===== config.mk =====
export PLATFORM = sky130hd
export DESIGN_NAME = ppfifo_writer
export DESIGN_NICKNAME = d
export VERILOG_FILES = /design/src/rtl/ppfifo_writer_pkg.sv /design/src/rtl/ppfifo_writer.sv
export SDC_FILE = /design/constraint.sdc
export NUM_CORES = 1
export LEC_CHECK = 0
export CAP_MARGIN = 20
export CORE_MARGIN = 5
export CORE_UTILIZATION = 46
export CTS_CLUSTER_SIZE = 30
export DETAILED_ROUTE_END_ITERATION = 6
export HOLD_SLACK_MARGIN = 0.02
export PLACE_DENSITY = 0.77
export SKIP_CTS_REPAIR_TIMING = 1
export SLEW_MARGIN = 15
export SYNTH_ARGS = -nofsm -noshare
export SYNTH_HDL_FRONTEND = slang
export SYNTH_SLANG_ARGS = --single-unit

===== constraint.sdc =====
create_clock -name clk -period 4.9 [get_ports clk]
set_input_delay 0.49 -clock clk [delete_from_list [all_inputs] [get_ports clk]]
set_output_delay 0.49 -clock clk [all_outputs]
set_load 0.01 [all_outputs]

===== src/rtl/ppfifo_writer_pkg.sv =====
// rtl/ppfifo_writer_pkg.sv - shared FSM encoding and count width for the ping-pong FIFO writer
package ppfifo_writer_pkg;

  localparam int COUNT_WIDTH = 24;

  typedef enum logic [1:0] {
    ST_IDLE    = 2'd0,
    ST_ACTIVE  = 2'd1,
    ST_RELEASE = 2'd2
  } writer_state_t;

endpackage


===== src/rtl/ppfifo_writer.sv =====
// rtl/ppfifo_writer.sv - drains a valid/ready stream into the write side of a ping-pong FIFO
import ppfifo_writer_pkg::*;

module ppfifo_writer #(
  parameter int DATA_WIDTH    = 32,
  parameter int TIMEOUT       = 64,
  parameter int TIMEOUT_WIDTH = 16
) (
  input  logic                   clk,
  input  logic                   rst_n,
  input  logic                   in_valid,
  output logic                   in_ready,
  input  logic [DATA_WIDTH-1:0]  in_data,
  input  logic                   in_last,
  input  logic [1:0]             write_ready,
  output logic [1:0]             write_activate,
  input  logic [COUNT_WIDTH-1:0] write_fifo_size,
  output logic                   write_strobe,
  output logic [DATA_WIDTH-1:0]  write_data,
  output logic                   block_done,
  output logic [COUNT_WIDTH-1:0] block_count
);

  localparam logic [TIMEOUT_WIDTH-1:0] TIMEOUT_VAL = TIMEOUT_WIDTH'(TIMEOUT);

  writer_state_t              state;
  logic                       last_sel;
  logic [1:0]                 ready_q;
  logic [COUNT_WIDTH-1:0]     count;
  logic [COUNT_WIDTH-1:0]     count_next;
  logic [TIMEOUT_WIDTH-1:0]   idle_cnt;
  logic [TIMEOUT_WIDTH-1:0]   idle_next;
  logic                       beat;
  logic                       timeout_hit;
  logic                       release_now;
  logic                       pick;
  logic                       pick_ok;

  assign in_ready     = (state == ST_ACTIVE) && (count < write_fifo_size);
  assign beat         = in_valid && in_ready;
  assign write_strobe = beat;
  assign write_data   = beat ? in_data : '0;
  assign count_next   = count + COUNT_WIDTH'(beat);

  // Idle counter saturates so a long wait on an empty buffer never wraps into a false timeout.
  assign idle_next   = beat ? '0 :
                       (idle_cnt == '1) ? idle_cnt : idle_cnt + TIMEOUT_WIDTH'(1);
  assign timeout_hit = (TIMEOUT != 0) && (count != '0) && (idle_next == TIMEOUT_VAL);

  // A full buffer is seen on the registered count, so in_ready drops one cycle before release.
  assign release_now = (count == write_fifo_size) || (beat && in_last) || timeout_hit;

  assign pick    = ready_q[~last_sel] ? ~last_sel : last_sel;
  assign pick_ok = ready_q[pick];

  always_ff @(posedge clk or negedge rst_n) begin
    if (!rst_n) begin
      state          <= ST_IDLE;
      last_sel       <= 1'b1;
      ready_q        <= 2'b00;
      count          <= '0;
      idle_cnt       <= '0;
      write_activate <= 2'b00;
      block_done     <= 1'b0;
      block_count    <= '0;
    end else begin
      ready_q    <= write_ready;
      block_done <= 1'b0;
      case (state)
        ST_IDLE: begin
          if (pick_ok) begin
            state          <= ST_ACTIVE;
            write_activate <= pick ? 2'b10 : 2'b01;
            last_sel       <= pick;
            count          <= '0;
            idle_cnt       <= '0;
          end
        end
        ST_ACTIVE: begin
          count    <= count_next;
          idle_cnt <= idle_next;
          if (release_now) begin
            state          <= ST_RELEASE;
            write_activate <= 2'b00;
            block_done     <= 1'b1;
            block_count    <= count_next;
          end
        end
        ST_RELEASE: begin
          state <= ST_IDLE;
        end
        default: begin
          state <= ST_IDLE;
        end
      endcase
    end
  end

endmodule

Word-level counts from Yosys, hierarchy flattened --
Index checks and enable logic that the tools add are counted.
Storage, ports and cells: register bits after elaboration 72, input bits 62, output and inout bits 61, word-level logic and storage cells 55
Operators by class: add/sub/neg operators 2, order comparisons 3, equal/unequal tests 6, muxes and demuxes 21, bitwise gates (word level) 1, reduce and logical (&&, ||, !) cells 14
Operators by type and width (number):
- 16-bit 2-to-1 mux | 3
- 24-bit case mux with 2 select lines | 1
- 32-bit 2-to-1 mux | 1
- 16-bit case mux with 2 select lines | 1
- 24-bit by 1-bit adder with 24-bit output | 1
- 24-bit == test | 1
- 24-bit < comparator | 1
- 24-bit 2-to-1 mux | 1
- 24-bit nonzero test | 1
- 16-bit by 1-bit adder with 16-bit output, second input constant | 1
- 16-bit == test, second input constant | 1
- 16-bit by 7-bit == test with 1-bit output, second input constant | 1
- 2-bit 2-to-1 mux | 5
- 2-bit case mux with 2 select lines | 2
- 2-bit AND reduction | 4
- 1-bit 2-to-1 mux | 7
- 1-bit logical AND | 4
- 1-bit by 2-bit < comparator with 1-bit output, second input constant | 2
- 2-bit != test, second input constant | 2
- 3-bit AND reduction | 1
- 2-bit by 1-bit == test with 1-bit output, second input constant | 1
- 2-bit zero test | 1
- 1-bit logical OR | 2
- 2-bit nonzero test | 1
- 1-bit inverter | 1

Depth between registers and ports, before layout --
Gate-level depths: netlist of the first run.
word-level depth 9, gate-level depth with buffers 22, mapped depth without buffers 18

Least setup slack after synthesis of the first run --
No wires, ideal clock.
kind input -> register, start point input port write_fifo_size[10], end point register block_count[22], setup time 0.128 ns, arrival time 4.692 ns, data required time 4.772 ns, setup slack 0.079 ns, cell stages on the path 22, path through inv_1 -> ha_1 -> a41oi_1 -> o21ai_0 -> a32oi_1 -> nand4_1 -> or3_1 -> inv_1 -> buf_1 -> clkbuf_1 -> ha_1 -> ha_1 -> and3_1 -> clkbuf_1 -> nand3_1 -> nor3_1 -> and3_1 -> clkbuf_1 -> and3_1 -> xor2_1 -> nor4b_1 -> nor3_1
On the way: longest elaborated chain between the ends 8, elaborated cells on any way between the ends 12, those cells by class add/sub (1); order compare (1); eq/ne (2); mux (1); reduce/logical (7)
Ends and longest elaborated chain:
- start: declaration | RTL line ppfifo_writer.sv:17 | input logic [COUNT_WIDTH-1:0] write_fifo_size,
- 24-bit < comparator * | RTL line ppfifo_writer.sv:39 | assign in_ready = (state == ST_ACTIVE) && (count < write_fifo_size);
- 1-bit logical AND * | RTL line ppfifo_writer.sv:39
- 1-bit logical AND * | RTL line ppfifo_writer.sv:40 | assign beat = in_valid && in_ready;
- named net write_strobe | RTL line ppfifo_writer.sv:18 | output logic write_strobe,
- parallel branches: the longest is 5 deep, another holds 24-bit by 1-bit adder with 24-bit output
- end signal: assignment | RTL line ppfifo_writer.sv:86 | block_count <= count_next;
- end: declaration | RTL line ppfifo_writer.sv:21 | output logic [COUNT_WIDTH-1:0] block_count
Mark *: on every way through the listed nets, which the timed path passes. A chain may end at the register's enable or synchronous reset.

Worst setup path in the final report of the first run --
start point input port write_fifo_size[10], end point register block_count[22]
On the way: longest elaborated chain between the ends 8, elaborated cells on any way between the ends 12, those cells by class add/sub (1); order compare (1); eq/ne (2); mux (1); reduce/logical (7)
Ends and longest elaborated chain:
- parallel branches: the longest is 8 deep, another holds 24-bit < comparator
Parallel ways; which one is timed is not known.

==> reports/qor.csv, run 1 <==
metric,value,unit
worst slew pin tran,0.671,ns
Levels on crit path,19,
Post-DRT Antenna Nets,0,
CP Max Fanout,6,
arrival time at the worst endpoint,4.66,ns
Ports,123,
CP max stage delay,0.45,ns
Worst VDD drop,0.385,mV
synthesis-to-layout area growth,29.9,%
net switching power figure,1.30,mW
Synth Flop Type,dfrtp_1,
Net Sw Frac,41.4,%
ratio of cells with drive above 1 in the final layout,7.48,%
cells on worst reg2reg path,17,
chip height,118,um
Initial Utilization,46.8,%
share of total power in combinational logic,51.0,%
Total Wirelength,16600,um
ys async rst share,100,%
WL/cell,18.4,um
Clock power frac,20.9,%
CTS root buf,clkbuf_16,
placed cell count,888,
vias in the first global route,5481,
Total Routing Usage GR,23.7,%
CTS sink cnt,72,
Rows,39,
Mean Syn Cell Area,8.13,um2
TritonRoute pass-1 iters,6,
"area leader, netlist",dfrtp_1,
max cap viols,0,
Finished Layout Cells,905,
R2R setup slack,0.58,ns
Iteration-0 DRC Markers,530,
CP endpoint kind,flip-flop,
design area,0.00695,mm2
"EDFF count, synth",0,
"FF+latch count, synth",72,
CORE AREA,0.0114,mm2
synthesized area,0.00535,mm2
final period demand of the worst path,4.45,ns
Worst EP required,5.11,ns
Hold WC Path Type,input port to async pin,
internal power,1.84,mW
setup TNS,0,ns
largest net degree at the start of global routing,60,
FMAX,225,MHz
grt total ovfl,0,
Max transition margin,54.9,%
LEAKAGE,2.96,nW
sequential group share of total power,28.1,%
H-tree Lvls,3,
"Seq/Total Area, Yosys",33.7,%
area share of the largest cell type after synthesis,33.2,%
overall power,3.14,mW
"Net Count, Synth",747,
Die X,118,um
CP Buf/Inv Count,3,
Die ar.,0.0139,mm2
Final Cycle Share,90.7,%
RR Startpoint,count[15],
"commonest non-fill, non-tap cell in the layout",clkdlybuf4s50_1,
Netlist cell types,64,
"worst slack, placed",0.199,ns
Pwr Density,452,mW/mm2
Max Slew Vio Count,0,
clock latency on the worst-skew pair,0.34,ns
CP Class,input port to flip-flop,
via count,5480,
Final setup viols,0,
ant diodes,0,
ranking of synthesized cells by area,"dfrtp_1 33%, ha_1 6.3%, a21oi_1 4.4%, nand2_1 4.2%, o21ai_0 4.0%",
worst hold slack,0.140,ns
clock skew,0.0109,ns
drt drc,0,
cell breakdown of the critical path,clkdlybuf4s50_1 -> inv_1 -> ha_1 -> a41oi_1 -> o21ai_0 -> a32oi_1 -> nand4_1 -> or3_1 -> inv_1 -> ha_1 -> ha_1 -> and3_1 -> nand3_1 -> nor3_1 -> and3_1 -> and3_1 -> xor2_1 -> nor4b_1 -> nor3_1,
outcome,"complete, no violations",
CTS max path bufs,2,
DP Wirelength,11900,um
fin util,60.8,%
final setup margin,0.454,ns
initial antenna violation count,0,
Fin. Hold Viols,0,
first-pass GRT wire length,27200,um
unrepaired setup endpoints after global routing,false,
dpl cell area,0.00663,mm2
clock-pin slew on the worst setup and hold paths,0.06,ns
CTS Buf Count,9,
Setup crit start,write_fifo_size[10],
Nets,846,
CTS tree,built,
Buffers on Ports,122,
Vias/cell,6.06,
"delay-heaviest family, CP",simple AND/OR/NAND/NOR gates,
Syn Inst Count,658,
most frequent cells in the layout,"121 x clkdlybuf4s50_1, 71 x dfrtp_1, 60 x nand2_1, 46 x a21oi_1, 45 x nor2_1",
reg2reg end,block_count[22],
Startpoint Class,input port,
CP max-delay cell,clkdlybuf4s50_1,
Final Wtd Congestion,0.919,
warnings from Yosys,0,
fillcell total,984,
-- logic make-up after synthesis --
family | after synthesis | share of synthesized area (%)
AO/OA/AOI/OAI | 162 | 19.3
XOR/XNOR | 24 | 3.93
adder cells (fa/ha/maj) | 27 | 6.32
buffers and inverters | 91 | 7.02
flip-flops | 72 | 33.7
multiplexers | 5 | 0.983
AND/OR/NAND/NOR | 277 | 28.7
-- per-layer routing --
layer,share of wire [%],GRT usage (%),wire (um)
met1,42,29.8,6950
met2,47,39.2,7790
met3,9.1,7.02,1510
met4,2.1,7.03,355
met5,0,0,0
-- Yosys cell counts (3+ instances only) --
| cell type | count |
|---|---|
| buf_2 | 6 |
| clkbuf_1 | 34 |
| a21oi_1 | 47 |
| mux2i_1 | 3 |
| nor2_1 | 46 |
| nand2_1 | 60 |
| nand4_1 | 14 |
| o31ai_1 | 11 |
| nor4b_1 | 13 |
| o21ai_0 | 43 |
| a31oi_1 | 9 |
| a21o_1 | 3 |
| nand3b_1 | 3 |
| and3_1 | 12 |
| buf_6 | 3 |
| xor2_1 | 8 |
| buf_1 | 3 |
| a22o_1 | 3 |
| dfrtp_1 | 71 |
| nand2b_1 | 9 |
| inv_1 | 42 |
| or3_1 | 9 |
| and4_1 | 3 |
| xnor2_1 | 16 |
| and2_1 | 33 |
| or2_2 | 3 |
| nor2b_1 | 4 |
| a211oi_2 | 7 |
| nand3_1 | 24 |
| ha_1 | 27 |
| nor4_1 | 9 |
| o22ai_1 | 17 |
| nor3_1 | 23 |
-- flip-flops by register name (all words and copies together) (netlist names) --
register        flops
last_sel            1
count              24
idle_cnt           16
block_count        24
block_done          1
state               2
ready_q             2
write_activate      2
-- cell type report --
| class | count | area [um2] | area share, % |
|---|---|---|---|
| clock buffers | 10 | 229 | 3.30 |
| flip-flops and latches | 72 | 1800 | 26.0 |
| inverters | 44 | 165 | 2.38 |
| clock inverters | 6 | 61.3 | 0.883 |
| multi-input cells | 495 | 3180 | 45.7 |
| well taps | 143 | 179 | 2.58 |
| repair buffers | 135 | 1330 | 19.2 |
-- power by group through the flow --
stage          Clock, mW  Sequential (mW)  Combinational (mW)
2_1_floorplan          0            0.891               0.902
3_3_place_gp           0            0.877                1.53
3_5_place_dp           0            0.886                1.58
4_1_cts            0.659            0.879                1.59
5_1_grt            0.692            0.904                1.74
6_report           0.658            0.881                1.60
-- worst max path at each step --
stage / end
finish: block_count[22]
global route: block_count[16]
CTS: block_count[22]
detailed placement: block_count[22]
global placement: block_count[22]
floorplan: block_count[22]
Note: power is estimated with default switching activity, not from simulation.
==> inputs of run 2 (changes only) <==
--- a/config.mk
+++ b/config.mk
@@ -7,11 +7,11 @@
 export LEC_CHECK = 0
 export CAP_MARGIN = 20
 export CORE_MARGIN = 5
-export CORE_UTILIZATION = 46
+export CORE_UTILIZATION = 47
 export CTS_CLUSTER_SIZE = 30
 export DETAILED_ROUTE_END_ITERATION = 6
 export HOLD_SLACK_MARGIN = 0.02
-export PLACE_DENSITY = 0.77
+export PLACE_DENSITY = 0.76
 export SKIP_CTS_REPAIR_TIMING = 1
 export SLEW_MARGIN = 15
 export SYNTH_ARGS = -nofsm -noshare
==> constraint.sdc (replaced) <==
create_clock -name clk -period 4.94 [get_ports clk]
set_input_delay 0.494 -clock clk [delete_from_list [all_inputs] [get_ports clk]]
set_output_delay 0.494 -clock clk [all_outputs]
set_load 0.01 [all_outputs]
==> reports/qor.csv, run 2 (synthesized netlist as in run 1, its figures left out) <==
metric,value,unit,change
Final Wtd Congestion,0.928,,+0.98%
Ports,123,,unchanged
Fin. Hold Viols,0,,unchanged
Die X,117,um,-0.98%
CTS tree,built,,
"commonest non-fill, non-tap cell in the layout",clkdlybuf4s50_1,,
fin util,61.2,%,+0.36 points
ant diodes,0,,unchanged
arrival time at the worst endpoint,4.82,ns,+0.16 ns
Max Slew Vio Count,0,,unchanged
worst slew pin tran,0.972,ns,+0.301 ns
Vias/cell,6.01,,-0.75%
most frequent cells in the layout,"121 x clkdlybuf4s50_1, 71 x dfrtp_1, 60 x nand2_1, 46 x a21oi_1, 45 x nor2_1",,
Rows,39,,unchanged
grt met2 use,37.8,%,-1.3 points
Max transition margin,35.1,%,-20 points
cell breakdown of the critical path,clkdlybuf4s50_1 -> inv_1 -> ha_1 -> nand4_1 -> nor4_1 -> nand3_1 -> a21oi_1 -> or3_1 -> inv_1 -> ha_1 -> ha_1 -> and3_1 -> nand3_1 -> nor3_1 -> buf_4 -> and3_1 -> and3_1 -> xor2_1 -> nor4b_1 -> nor3_1,,
Iteration-0 DRC Markers,427,,-19%
DP Wirelength,11300,um,-5.2%
first-pass GRT wire length,25800,um,-5.0%
TritonRoute pass-1 iters,5,,-1
synthesis-to-layout area growth,29.0,%,
Initial Utilization,47.4,%,+0.61 points
WL/cell,17.6,um,-4.2%
Total Routing Usage GR,23.7,%,+0.078 points
CTS root buf,clkbuf_16,,
R2R setup slack,0.46,ns,-0.12 ns
FMAX,217,MHz,
clock skew,0.00778,ns,-0.00310 ns
H-tree Lvls,3,,unchanged
Final Cycle Share,93.3,%,
chip height,117,um,-0.98%
clock latency on the worst-skew pair,0.34,ns,about the same
grt total ovfl,0,,unchanged
initial antenna violation count,0,,unchanged
setup TNS,0,ns,unchanged
largest net degree at the start of global routing,73,,+22%
final period demand of the worst path,4.61,ns,
LEAKAGE,2.92,nW,-1.2%
ratio of cells with drive above 1 in the final layout,7.25,%,-0.23 points
drt drc,0,,unchanged
CORE AREA,0.0113,mm2,-1.3%
unrepaired setup endpoints after global routing,false,,
Worst EP required,5.15,ns,+0.04 ns
CP Class,input port to flip-flop,,
Die ar.,0.0136,mm2,-2.0%
Nets,843,,-0.35%
Pwr Density,443,mW/mm2,-2.0%
vias in the first global route,5310,,-3.1%
GRT Max-Usage Layer,met2,,
CP max-delay cell,nor4_1,,
Hold WC Path Type,input port to async pin,,
Final setup viols,0,,unchanged
CP Max Fanout,6,,unchanged
Worst VDD drop,0.371,mV,-3.7%
CP max stage delay,0.49,ns,+0.04 ns
CP endpoint kind,flip-flop,,
Post-DRT Antenna Nets,0,,unchanged
CTS max path bufs,2,,unchanged
max cap viols,0,,unchanged
met1 Track Usage GR,31.5,%,+1.7 points
Startpoint Class,input port,,
CTS Buf Count,9,,unchanged
clock-pin slew on the worst setup and hold paths,0.06,ns,about the same
Buffers on Ports,122,,unchanged
via count,5421,,-1.1%
outcome,"complete, no violations",,
CTS sink cnt,72,,unchanged
grt met3 use,5.13,%,-1.9 points
biggest regs,"block_count (24), count (24), idle_cnt (16)",,
Total Wirelength,15900,um,-4.5%
==> run 2: changes by cell type in the layout (fill, tap and decap cells not counted) <==
cell and delta:
bufinv_16 -1, clkbuf_1 -1, clkinv_2 -2, clkbuf_8 +1, clkinv_4 +1, buf_16 -1, buf_4 -2, clkinvlp_4 +2
==> run 2: path summary, 6_finish.rpt <==
path                                           from              end  depth (start not counted)
worst max-delay path            write_fifo_size[19]  block_count[22]                         20
worst min-delay path                          rst_n       ready_q[0]                          2
worst max register to register            count[19]  block_count[22]                         18
worst min register to register           ready_q[0]         last_sel                          1
max in group asynchronous                     rst_n  block_count[21]                          2
min in group clk                         ready_q[0]         last_sel                          1
==> run 2: report_power, final <==
| part | leakage [nW] | switching, mW | internal, mW | total, mW |
|---|---|---|---|---|
| Sequential | 0.941 | 0.139 | 0.734 | 0.873 |
| Combinational | 1.85 | 0.867 | 0.693 | 1.56 |
| Clock | 0.131 | 0.268 | 0.354 | 0.623 |
| Total | 2.92 | 1.27 | 1.78 | 3.06 |
==> run 2: stage by stage <==
step	hold slack [ns]	total power [mW]	cell area, um2	setup slack (ns)	std cells
2_1_floorplan	0.198	1.78	5350	0.115	658
3_3_place_gp	0.500	2.39	6610	0.364	886
6_report	0.376	3.06	6900	0.332	902
4_1_cts	0.420	3.05	6900	0.432	902
3_5_place_dp	0.510	2.43	6610	0.133	886
5_1_grt	0.460	3.26	6900	0.129	902
==> run 2: critical path, delay by kind of cell <==
family                   cells  cell delay (ns)
AO/OA/AOI/OAI                1             0.24
XOR/XNOR                     1             0.16
adder cells (fa/ha/maj)      3             0.74
buffers and inverters        4             0.73
AND/OR/NAND/NOR             11             2.44
==> run 2: routing by layer <==
layer | share of wire [%] | routed length (um) | vias up
li1 | - | - | 2542
met1 | 42 | 6720 | 2618
met2 | 47 | 7500 | 229
met3 | 7.9 | 1250 | 32
met4 | 2.5 | 391 | 0
met5 | 0 | 0 | -
==> run 2: layout make-up <==
cell class	instances	area, um2
Clock buffer	10	239
Timing Repair Buffer	132	1290
Sequential cell	72	1800
Tap cell	143	179
Clock inverter	6	45.0
Multi-Input combinational cell	495	3180
Inverter	44	165
Fill cell	951	4370
==> inputs of run 3 (changes only) <==
--- a/config.mk
+++ b/config.mk
@@ -8,11 +8,12 @@
 export CAP_MARGIN = 20
 export CORE_MARGIN = 5
 export CORE_UTILIZATION = 47
-export CTS_CLUSTER_SIZE = 30
+export CTS_CLUSTER_SIZE = 40
 export DETAILED_ROUTE_END_ITERATION = 6
 export HOLD_SLACK_MARGIN = 0.02
 export PLACE_DENSITY = 0.76
 export SKIP_CTS_REPAIR_TIMING = 1
+export SKIP_LAST_GASP = 1
 export SLEW_MARGIN = 15
 export SYNTH_ARGS = -nofsm -noshare
 export SYNTH_HDL_FRONTEND = slang
==> constraint.sdc (replaced) <==
create_clock -name clk -period 4.64 [get_ports clk]
set_input_delay 0.464 -clock clk [delete_from_list [all_inputs] [get_ports clk]]
set_output_delay 0.464 -clock clk [all_outputs]
set_load 0.01 [all_outputs]
==> reports/qor.csv, run 3 (synthesized netlist as in run 1, its figures left out) <==
metric,value,unit,change
Fin. Hold Viols,0,,unchanged
WL/cell,18.4,um,+4.5%
Buffers on Ports,122,,unchanged
via count,5535,,+2.1%
clock latency on the worst-skew pair,0.34,ns,about the same
overall power,3.39,mW,+11%
final setup margin,0.328,ns,-0.00474 ns
final period demand of the worst path,4.31,ns,
design area,0.00699,mm2,+1.3%
Ports,123,,unchanged
outcome,"complete, no violations",,
CP Max Fanout,6,,unchanged
H-tree Lvls,3,,unchanged
initial antenna violation count,0,,unchanged
Setup crit start,write_fifo_size[10],,
max cap viols,0,,unchanged
ant diodes,0,,unchanged
Final Wtd Congestion,0.888,,-4.3%
CTS Buf Count,9,,unchanged
Worst VDD drop,0.441,mV,+19%
CORE AREA,0.0113,mm2,unchanged
drt drc,0,,unchanged
Post-DRT Antenna Nets,0,,unchanged
Die X,117,um,unchanged
LEAKAGE,2.97,nW,+1.7%
Final setup viols,0,,unchanged
Pwr Density,485,mW/mm2,+9.5%
Hold WC Path Type,input port to async pin,,
Seq. cell area,0.00180,mm2,unchanged
Max Slew Vio Count,0,,unchanged
Finished Layout Cells,906,,+0.44%
Rows,39,,unchanged
clock-pin slew on the worst setup and hold paths,0.06,ns,about the same
ratio of cells with drive above 1 in the final layout,7.99,%,+0.75 points
placed cell count,890,,+0.45%
CTS tree,built,,
largest net degree at the start of global routing,60,,-18%
synthesis-to-layout area growth,30.7,%,
Max transition margin,31.7,%,-3.5 points
most frequent cells in the layout,"121 x clkdlybuf4s50_1, 71 x dfrtp_1, 60 x nand2_1, 46 x a21oi_1, 45 x nor2_1",,
clock skew,0.0108,ns,+0.00304 ns
fillcell total,956,,+0.53%
CTS root buf,clkbuf_16,,
fin util,62.0,%,+0.81 points
CP endpoint kind,flip-flop,,
Multi-input gate area,0.00319,mm2,+0.39%
FMAX,232,MHz,
chip height,117,um,unchanged
Final Cycle Share,92.9,%,
arrival time at the worst endpoint,4.53,ns,-0.29 ns
Startpoint Class,input port,,
Initial Utilization,47.4,%,unchanged
TritonRoute pass-1 iters,5,,unchanged
Vias/cell,6.11,,+1.7%
Iteration-0 DRC Markers,653,,+53%
DP Wirelength,11900,um,+5.5%
Total Wirelength,16700,um,+5.0%
"worst slack, placed",-0.0777,ns,-0.210 ns
Die ar.,0.0136,mm2,unchanged
CTS max path bufs,2,,unchanged
worst slew pin tran,1.02,ns,+0.0517 ns
"commonest non-fill, non-tap cell in the layout",clkdlybuf4s50_1,,
Nets,847,,+0.47%
biggest regs,"block_count (24), count (24), idle_cnt (16)",,
CP Class,input port to flip-flop,,
RR Startpoint,count[18],,
first-pass GRT wire length,27100,um,+4.9%
grt total ovfl,0,,unchanged
Worst EP required,4.86,ns,-0.29 ns
dpl cell area,0.00664,mm2,+0.45%
vias in the first global route,5494,,+3.5%
Total Routing Usage GR,25.0,%,+1.3 points
CTS sink cnt,72,,unchanged
==> run 3: layer usage <==
metal  vias up  GRT usage [%]  part of all wire [%]
met2       321           41.8                    48
met1      2606           31.8                    40
met3        51           6.32                   9.2
met5         -              0                     0
li1       2557              -                     -
met4         0           8.03                   2.8
==> run 3: per-stage QoR <==
stage | setup TNS, ns | hold slack, ns
2_1_floorplan | 0 | 0.168
3_3_place_gp | 0 | 0.483
3_5_place_dp | -0.105 | 0.498
4_1_cts | 0 | 0.274
5_1_grt | -0.00509 | 0.324
6_report | 0 | 0.252
==> run 3: final timing paths <==
check / endpoint / slack, ns / depth (start not counted)
worst max-delay path: block_count[22] / 0.33 / 19
worst min-delay path: idle_cnt[6] / 0.25 / 1
worst max register to register: block_count[22] / 0.44 / 17
worst min register to register: last_sel / 0.51 / 1
max in group asynchronous: count[10] / 3.36 / 2
min in group clk: last_sel / 0.51 / 1
==> run 3: area by class of cell <==
cell class / instances / share of cell area [%]
clock buffers: 12 / 3.67
inverters: 44 / 2.36
multi-input cells: 495 / 45.6
flip-flops and latches: 72 / 25.8
well taps: 143 / 2.56
clock inverters: 4 / 1.09
repair buffers: 136 / 18.9
==> run 3: worst max-delay path, stage by stage <==
cell,delay [ns]
clkdlybuf4s50_1,0.45
inv_1,0.06
ha_1,0.33
a41oi_1,0.21
o21ai_0,0.12
a32oi_1,0.19
nand4_1,0.13
or3_1,0.38
inv_1,0.09
ha_1,0.19
ha_1,0.24
and3_1,0.20
nand3_1,0.15
nor3_2,0.26
and3_2,0.30
and3_1,0.24
xor2_1,0.10
nor4b_1,0.31
nor3_1,0.09
==> run 3: report_power, final <==
part	internal, mW	switching, mW
sequential	0.782	0.152
combinational	0.744	0.934
clock	0.502	0.277
total	2.03	1.36
